### src/rtl/mine_placer.sv
// rtl/mine_placer.sv - clears the board, then places mines at LFSR-chosen cells and strobes neighbour increments
// Outputs are Moore-decoded from the registered state; the board samples them on the next edge.
module mine_placer #(
  parameter int                   WIDTH     = 8,
  parameter int                   HEIGHT    = 8,
  parameter int                   BUS_WIDTH = 8,
  parameter logic [BUS_WIDTH-1:0] MINE_VAL  = 8'hF0,
  parameter logic [15:0]          LFSR_INIT = 16'hACE1,
  localparam int XW    = $clog2(WIDTH),
  localparam int YW    = $clog2(HEIGHT),
  localparam int CELLS = WIDTH * HEIGHT,
  localparam int CW    = $clog2(CELLS + 1)
) (
  input  logic                 clk,
  input  logic                 reset,
  input  logic                 i_start,
  input  logic [CW-1:0]        i_numMines,
  input  logic [15:0]          i_seed,
  input  logic [XW-1:0]        i_safeX,
  input  logic [YW-1:0]        i_safeY,
  output logic [XW-1:0]        o_readX,
  output logic [YW-1:0]        o_readY,
  input  logic [BUS_WIDTH-1:0] i_readValue,
  output logic                 o_writeEn,
  output logic                 o_incAdjacent,
  output logic [XW-1:0]        o_writeX,
  output logic [YW-1:0]        o_writeY,
  output logic [BUS_WIDTH-1:0] o_writeValue,
  output logic                 o_busy,
  output logic                 o_done
);

  typedef enum logic [2:0] {
    S_IDLE, S_CLEAR, S_GEN, S_CHECK, S_PLACE, S_INC, S_DONE
  } state_t;

  state_t        r_state;
  state_t        w_next;
  logic [CW-1:0] r_target;
  logic [CW-1:0] r_placed;
  logic [15:0]   r_lfsr;
  logic [XW-1:0] r_safe_x;
  logic [YW-1:0] r_safe_y;
  logic [XW-1:0] r_clr_x;
  logic [YW-1:0] r_clr_y;

  logic [CW-1:0] w_clamped;
  logic [15:0]   w_lfsr_next;
  logic [XW-1:0] w_cand_x;
  logic [YW-1:0] w_cand_y;
  logic          w_last_cell;
  logic          w_reject;
  logic [CW-1:0] w_placed_inc;

  // The safe cell can never hold a mine, so at most CELLS-1 can be placed.
  assign w_clamped = (i_numMines > CW'(CELLS - 1)) ? CW'(CELLS - 1) : i_numMines;

  assign w_lfsr_next = {1'b0, r_lfsr[15:1]} ^ (r_lfsr[0] ? 16'hB400 : 16'h0000);

  // The LFSR only moves in GEN, so the candidate is stable through CHECK/PLACE/INC.
  assign w_cand_x = r_lfsr[XW-1:0];
  assign w_cand_y = r_lfsr[XW+YW-1:XW];

  assign w_last_cell  = (r_clr_x == XW'(WIDTH - 1)) && (r_clr_y == YW'(HEIGHT - 1));
  assign w_placed_inc = r_placed + CW'(1);

  assign w_reject = ({1'b0, w_cand_x} >= (XW+1)'(WIDTH))
                 || ({1'b0, w_cand_y} >= (YW+1)'(HEIGHT))
                 || ((w_cand_x == r_safe_x) && (w_cand_y == r_safe_y))
                 || (i_readValue >= MINE_VAL);

  always_ff @(posedge clk or posedge reset) begin
    if (reset) begin
      r_state  <= S_IDLE;
      r_target <= '0;
      r_placed <= '0;
      r_lfsr   <= LFSR_INIT;
      r_safe_x <= '0;
      r_safe_y <= '0;
      r_clr_x  <= '0;
      r_clr_y  <= '0;
    end else begin
      r_state <= w_next;
      case (r_state)
        S_IDLE: begin
          if (i_start) begin
            r_target <= w_clamped;
            r_lfsr   <= (i_seed == 16'h0000) ? LFSR_INIT : i_seed;
            r_safe_x <= i_safeX;
            r_safe_y <= i_safeY;
            r_placed <= '0;
            r_clr_x  <= '0;
            r_clr_y  <= '0;
          end
        end
        S_CLEAR: begin
          if (r_clr_x == XW'(WIDTH - 1)) begin
            r_clr_x <= '0;
            r_clr_y <= w_last_cell ? '0 : r_clr_y + YW'(1);
          end else begin
            r_clr_x <= r_clr_x + XW'(1);
          end
        end
        S_GEN: r_lfsr <= w_lfsr_next;
        S_INC: r_placed <= w_placed_inc;
        default: ;
      endcase
    end
  end

  always_comb begin
    w_next        = r_state;
    o_readX       = '0;
    o_readY       = '0;
    o_writeEn     = 1'b0;
    o_incAdjacent = 1'b0;
    o_writeX      = '0;
    o_writeY      = '0;
    o_writeValue  = '0;
    o_busy        = 1'b1;
    o_done        = 1'b0;
    case (r_state)
      S_IDLE: begin
        o_busy = 1'b0;
        if (i_start) w_next = S_CLEAR;
      end
      S_CLEAR: begin
        o_writeEn = 1'b1;
        o_writeX  = r_clr_x;
        o_writeY  = r_clr_y;
        if (w_last_cell) w_next = (r_target == '0) ? S_DONE : S_GEN;
      end
      S_GEN: w_next = S_CHECK;
      S_CHECK: begin
        o_readX = w_cand_x;
        o_readY = w_cand_y;
        w_next  = w_reject ? S_GEN : S_PLACE;
      end
      S_PLACE: begin
        o_writeEn    = 1'b1;
        o_writeValue = MINE_VAL;
        o_writeX     = w_cand_x;
        o_writeY     = w_cand_y;
        w_next       = S_INC;
      end
      S_INC: begin
        o_incAdjacent = 1'b1;
        o_writeX      = w_cand_x;
        o_writeY      = w_cand_y;
        w_next        = (w_placed_inc == r_target) ? S_DONE : S_GEN;
      end
      S_DONE: begin
        o_done = 1'b1;
        w_next = S_IDLE;
      end
      default: begin
        o_busy = 1'b0;
        w_next = S_IDLE;
      end
    endcase
  end

endmodule

### config.mk
export PLATFORM = sky130hd
export DESIGN_NAME = mine_placer
export DESIGN_NICKNAME = d
export VERILOG_FILES = /design/src/rtl/mine_placer.sv
export SDC_FILE = /design/constraint.sdc
export NUM_CORES = 1
export LEC_CHECK = 0
export BUFFER_PORTS_ARGS = -buffer_cell sky130_fd_sc_hd__buf_4
export CORE_MARGIN = 10
export CORE_UTILIZATION = 57
export DETAILED_ROUTE_END_ITERATION = 8
export PLACE_DENSITY = 0.85
export SETUP_SLACK_MARGIN = 0.4
export SLEW_MARGIN = 20
export SYNTH_ARGS = -nofsm -noshare
export SYNTH_HDL_FRONTEND = slang
export SYNTH_SLANG_ARGS = --single-unit
### constraint.sdc
create_clock -name clk -period 2.7 [get_ports clk]
set_input_delay 0.54 -clock clk [delete_from_list [all_inputs] [get_ports clk]]
set_output_delay 0.54 -clock clk [all_outputs]
set_load 0.01 [all_outputs]
# Word-level counts from Yosys, hierarchy flattened
# Cells that the tools add are included.
# classes
eq_ne,14
addsub,3
n_mux,28
n_bitwise,1
magnitude_cmp,2
n_reduce_logical,18
# ops
cell,count
$mux 16,3
$mux 3,11
$pmux 16 s2,1
$pmux 3 s2,4
$pmux 3 s6,1
$logic_not 16->1,1
$xor 15x16->16,1
$eq 3x3->1 const B,5
$mux 7,2
$pmux 7 s2,1
$reduce_and 2->1,5
$ge 8x8->1 const B,1
$mux 8,1
$add 7x1->7 const B,1
$eq 7x7->1,1
$gt 7x6->1 const B,1
$logic_not 7->1,1
$add 3x1->3 const B,2
$eq 3x2->1 const B,2
$eq 3x3->1,2
$ne 2x2->1 const B,3
$reduce_bool 2->1,3
$reduce_or 6->1,1
$mux 1,4
6 further kinds,8
# totals
wordCells,74
inputBits,40
ff_bits,45
out_inout_bits,24

# Logic depth before layout (Yosys ltp)
# depth
word_depth,5
mapped_depth,6

# Worst setup path before layout
# Ideal clock, no wire load.
# synth_path
path_kind,register to output
from,reg r_state[2]
to,out o_writeX[0]
arrival_ns,1.273
path_slack_ns,0.887
stages_incl_launch_ff,6
path_cell_list,dfrtp_1 buf_2 clkbuf_1 clkbuf_1 a21oi_1 nor2_1
# synth_via
elab_chain_len,3
# synth_rtl
item,line,rtl
"start, declared",37,state_t r_state;
"start signal, assigned",83,r_state <= w_next;
$eq 3x3->1,122,case (r_state)
$reduce_or 2->1 (no source line),n/a,
$pmux 3 s2 (*),122,
"end, declared",26,"output logic [XW-1:0] o_writeX,"
# Mark *: on every way between the ends. The rest lies on a longest branch, timed or not.

# Worst setup path after layout
# layout_path
from,reg r_state[1]
to,out o_writeEn
# layout_via
elab_chain_len,3
# layout_rtl
item,line,rtl
$eq 3x1->1 / $eq 3x3->1 (equally long branches),122,
$reduce_or 2->1 (no source line) (*),n/a,
$mux 1 (*),122,
"end, declared",24,"output logic o_writeEn,"
# Marks and branches as above.

==> metrics.md <==
| Metric | Value |
|---|---|
| Final hold vios | 0 |
| Worst-margin pin slew | 0.582 ns |
| Count leader, synth | nand2_1 |
| Clock Sinks | 45 |
| Part of the cycle the worst path needs | 82.2% |
| Clk root buf | clkbuf_8 |
| Combinational Power Share | 43.4% |
| Slew headroom | 60.2% |
| Port buffer count | 55 |
| Warnings, synthesis | 0 |
| Top cells by area, synth | dfrtp_1 (36%), dfstp_2 (8.2%), nand2_1 (7.5%) |
| Switch share | 40.4% |
| CTS tree | done |
| Vias in the first global route | 2,270 |
| Outcome | completed |
| Post-Route WL | 6290 µm |
| Initial antenna violation count | 0 |
| Core area | 0.00435 mm² |
| CP endpoint kind | output pin |
| Routability cong. | 0.817 |
| Post-Layout Cell Count | 405 |
| MaxCap Viol Count | 0 |
| Synth Register Bits | 45 |
| Fill count | 340 |
| Pwr per Cell Area | 997 mW/mm² |
| Synth Instances | 300 |
| Number of H-tree levels | 2 |
| Fmax | 0.451 GHz |
| Row Count | 24 |
| Leak | 1.50 nW |
| Drt wl/cell | 15.5 µm |
| Die area | 0.00758 mm² |
| Post-synthesis cell area | 0.00256 mm² |
| ANT cells | 0 |
| Worst Hold Class | primary input to async pin |
| Grt ovf | 0 |
| Final HPWL DP | 4630 µm |
| Worst Path Required | 2.16 ns |
| I/O pin total | 64 |
| Avg Inst Size Synth | 8.54 µm² |
| Clock power share | 16.3% |
| Chip width | 87.1 µm |
| Worst-case clock buffer depth | 2 |
| Setup violators final | 0 |
| Initial Util | 58.9% |
| Post-synth top area cell | dfrtp_1 |
| Share of power burned in registers | 40.3% |
| Clock Pin Slew Worst Setup and Hold Paths | 0.09 ns |
| Global-route wire length before repair | 10,500 µm |
| FFs w/ async S/R, synth | 100% |
| Path type of the worst setup path | flip-flop to output pin |
| Seq/Total Area, Yosys | 44.3% |
| Critical path arrival | 1.68 ns |
| Area delta synth->final | 22.0% |
| Die extent in y | 87.1 µm |
| Top cells by count, synth | nand2_1 (51), nor2_1 (42), dfrtp_1 (37), o21ai_0 (19), a21oi_1 (17) |
| Worst vdd ir | 0.000571 V |
| Seq. cell area | 0.00114 mm² |
| Layout Skew | 0.00930 ns |
| Post-DR vias/cell | 5.58 |
| Worst-path fanout max | 14 |
| Sw power | 1.26 mW |
| Cts bufs inserted | 5 |
| EDFF count, synth | 0 |
| Util after Layout | 71.8% |
| Post-Route Setup TNS | 0 ns |
| ANT nets after route | 0 |
| Hold Buf Count CTS | 0 |
| Library cells used by synthesis | 44 |
| # nets final | 397 |
| Total internal power | 1.86 mW |
| RSZ-0062 raised after global routing | false |
| Max Slew Vio Count | 0 |
| Fin crit period | 2.22 ns |
| Synth top area share | 36.1% |
| Drt pass-1 iters | 4 |
| DP Cell Count | 396 |
| DRC Markers | 0 |
| Most used DFF post-synth | dfrtp_1 |
| Vias | 2,260 |
| Startpoint types | flip-flop |
| Tot GR Track Use | 16.9% |
| Layout cells sized above 1 | 25.5% |
| Largest net degree at the start of global routing | 46 |
| DRT iter0 DRCs | 156 |
| Min Hold Slack | 0.373 ns |
| Area occupied by multi-input gates | 0.00131 mm² |
| Worst skew pair latency | 0.30 ns |
[metrics by stage]
stage	setup slack, ns	cell area [µm²]	power, mW
after CTS	0.457	3120	3.13
final	0.482	3130	3.12
after global routing	0.403	3130	3.37
after global placement	0.674	3000	2.53
after floorplan	0.887	2570	2.14
after detailed placement	0.666	3000	2.59
[cell usage in the layout (no fill, tap or decap), drive strengths merged, types with 2 or more instances in the layout]
master	Yosys	final
nor2	42	42
inv	3	3
and2	8	8
clkinv	1	2
a22o	5	5
buf	15	65
ha	5	5
nor3	7	7
xnor2	8	8
conb	1	4
dfrtp	37	37
and3	4	4
xor2	12	12
dfstp	8	8
nand2b	2	2
o31ai	2	2
o22ai	3	3
clkbuf	8	5
a22oi	13	13
nand2	51	51
a21oi	17	17
a2111oi	2	2
nor4	8	8
nand3	8	8
o21ai	19	19
[metal layers]
layer	track usage, %	routed length [µm]	up-vias
li1	-	-	1128
met1	20.7	2700	1059
met2	28.0	3100	65
met3	4.78	414	8
met4	4.86	81	0
met5	0	0	-
[state kept, by name, summed over array words and instances, names as in the netlist]
signal	cells
r_clr_x	3
r_clr_y	3
r_lfsr	16
r_placed	7
r_safe_x	3
r_safe_y	3
r_state	3
r_target	7
[what timing repair did]
| item | CTS | global route |
|---|---|---|
| setup endpoints to repair | 2 | 1 |
| setup buffers | 1 | 0 |
| cloned | 0 | 0 |
| pin swaps | 0 | 0 |
| resized for setup | 1 | 2 |
[power groups by stage]
stage,Sequential [mW],Combinational (mW),Clock [mW]
6_report,1.26,1.35,0.509
5_1_grt,1.29,1.54,0.537
4_1_cts,1.25,1.36,0.521
2_1_floorplan,1.13,1.01,0
3_5_place_dp,1.27,1.33,0
3_3_place_gp,1.25,1.28,0
[path summary, 6_finish.rpt]
path | endpoint | from | slack, ns | cells past startpoint
min in group clk | r_safe_x[0]$_DFFE_PP0P_ | i_safeX[0] | 0.43 | 3
max reg2reg | r_state[1]$_DFFE_PP0P_ | r_clr_x[0]$_DFFE_PP0P_ | 0.80 | 5
min | r_clr_x[0]$_DFFE_PP0P_ | reset | 0.37 | 3
max in group asynchronous | r_state[1]$_DFFE_PP0P_ | reset | 1.90 | 3
min reg2reg | r_lfsr[9]$_DFFE_PP0P_ | r_lfsr[9]$_DFFE_PP0P_ | 0.49 | 2
max | o_writeEn | r_state[1]$_DFFE_PP0P_ | 0.48 | 5
[cells by family after synthesis]
kind of cell	Yosys count	share of synthesized area (%)
muxes	1	0.439
DFF	45	44.3
and+or+nand+nor	137	24.6
AOI/OAI and AO/OA	64	15.6
xor gates and xnor gates	20	6.84
other	1	0.146
adders and majority gates	5	2.44
buffers and inverters	27	5.57
[final cells by class]
class                           count  share of cell area [%]
Inverter                            4                   0.480
Clock inverter                      3                    1.48
Clock buffer                        5                    2.20
Timing Repair Buffer               65                    15.6
Tap cell                           52                    2.08
Sequential cell                    45                    36.4
Multi-Input combinational cell    231                    41.7
[critical path, stage by stage (launching register included)]
cell and delay, ns:
dfrtp_2 0.41, buf_4 0.20, nor2_1 0.09, and2_2 0.25, or2_2 0.27, buf_4 0.14
Note: power is estimated with default switching activity, not from simulation.
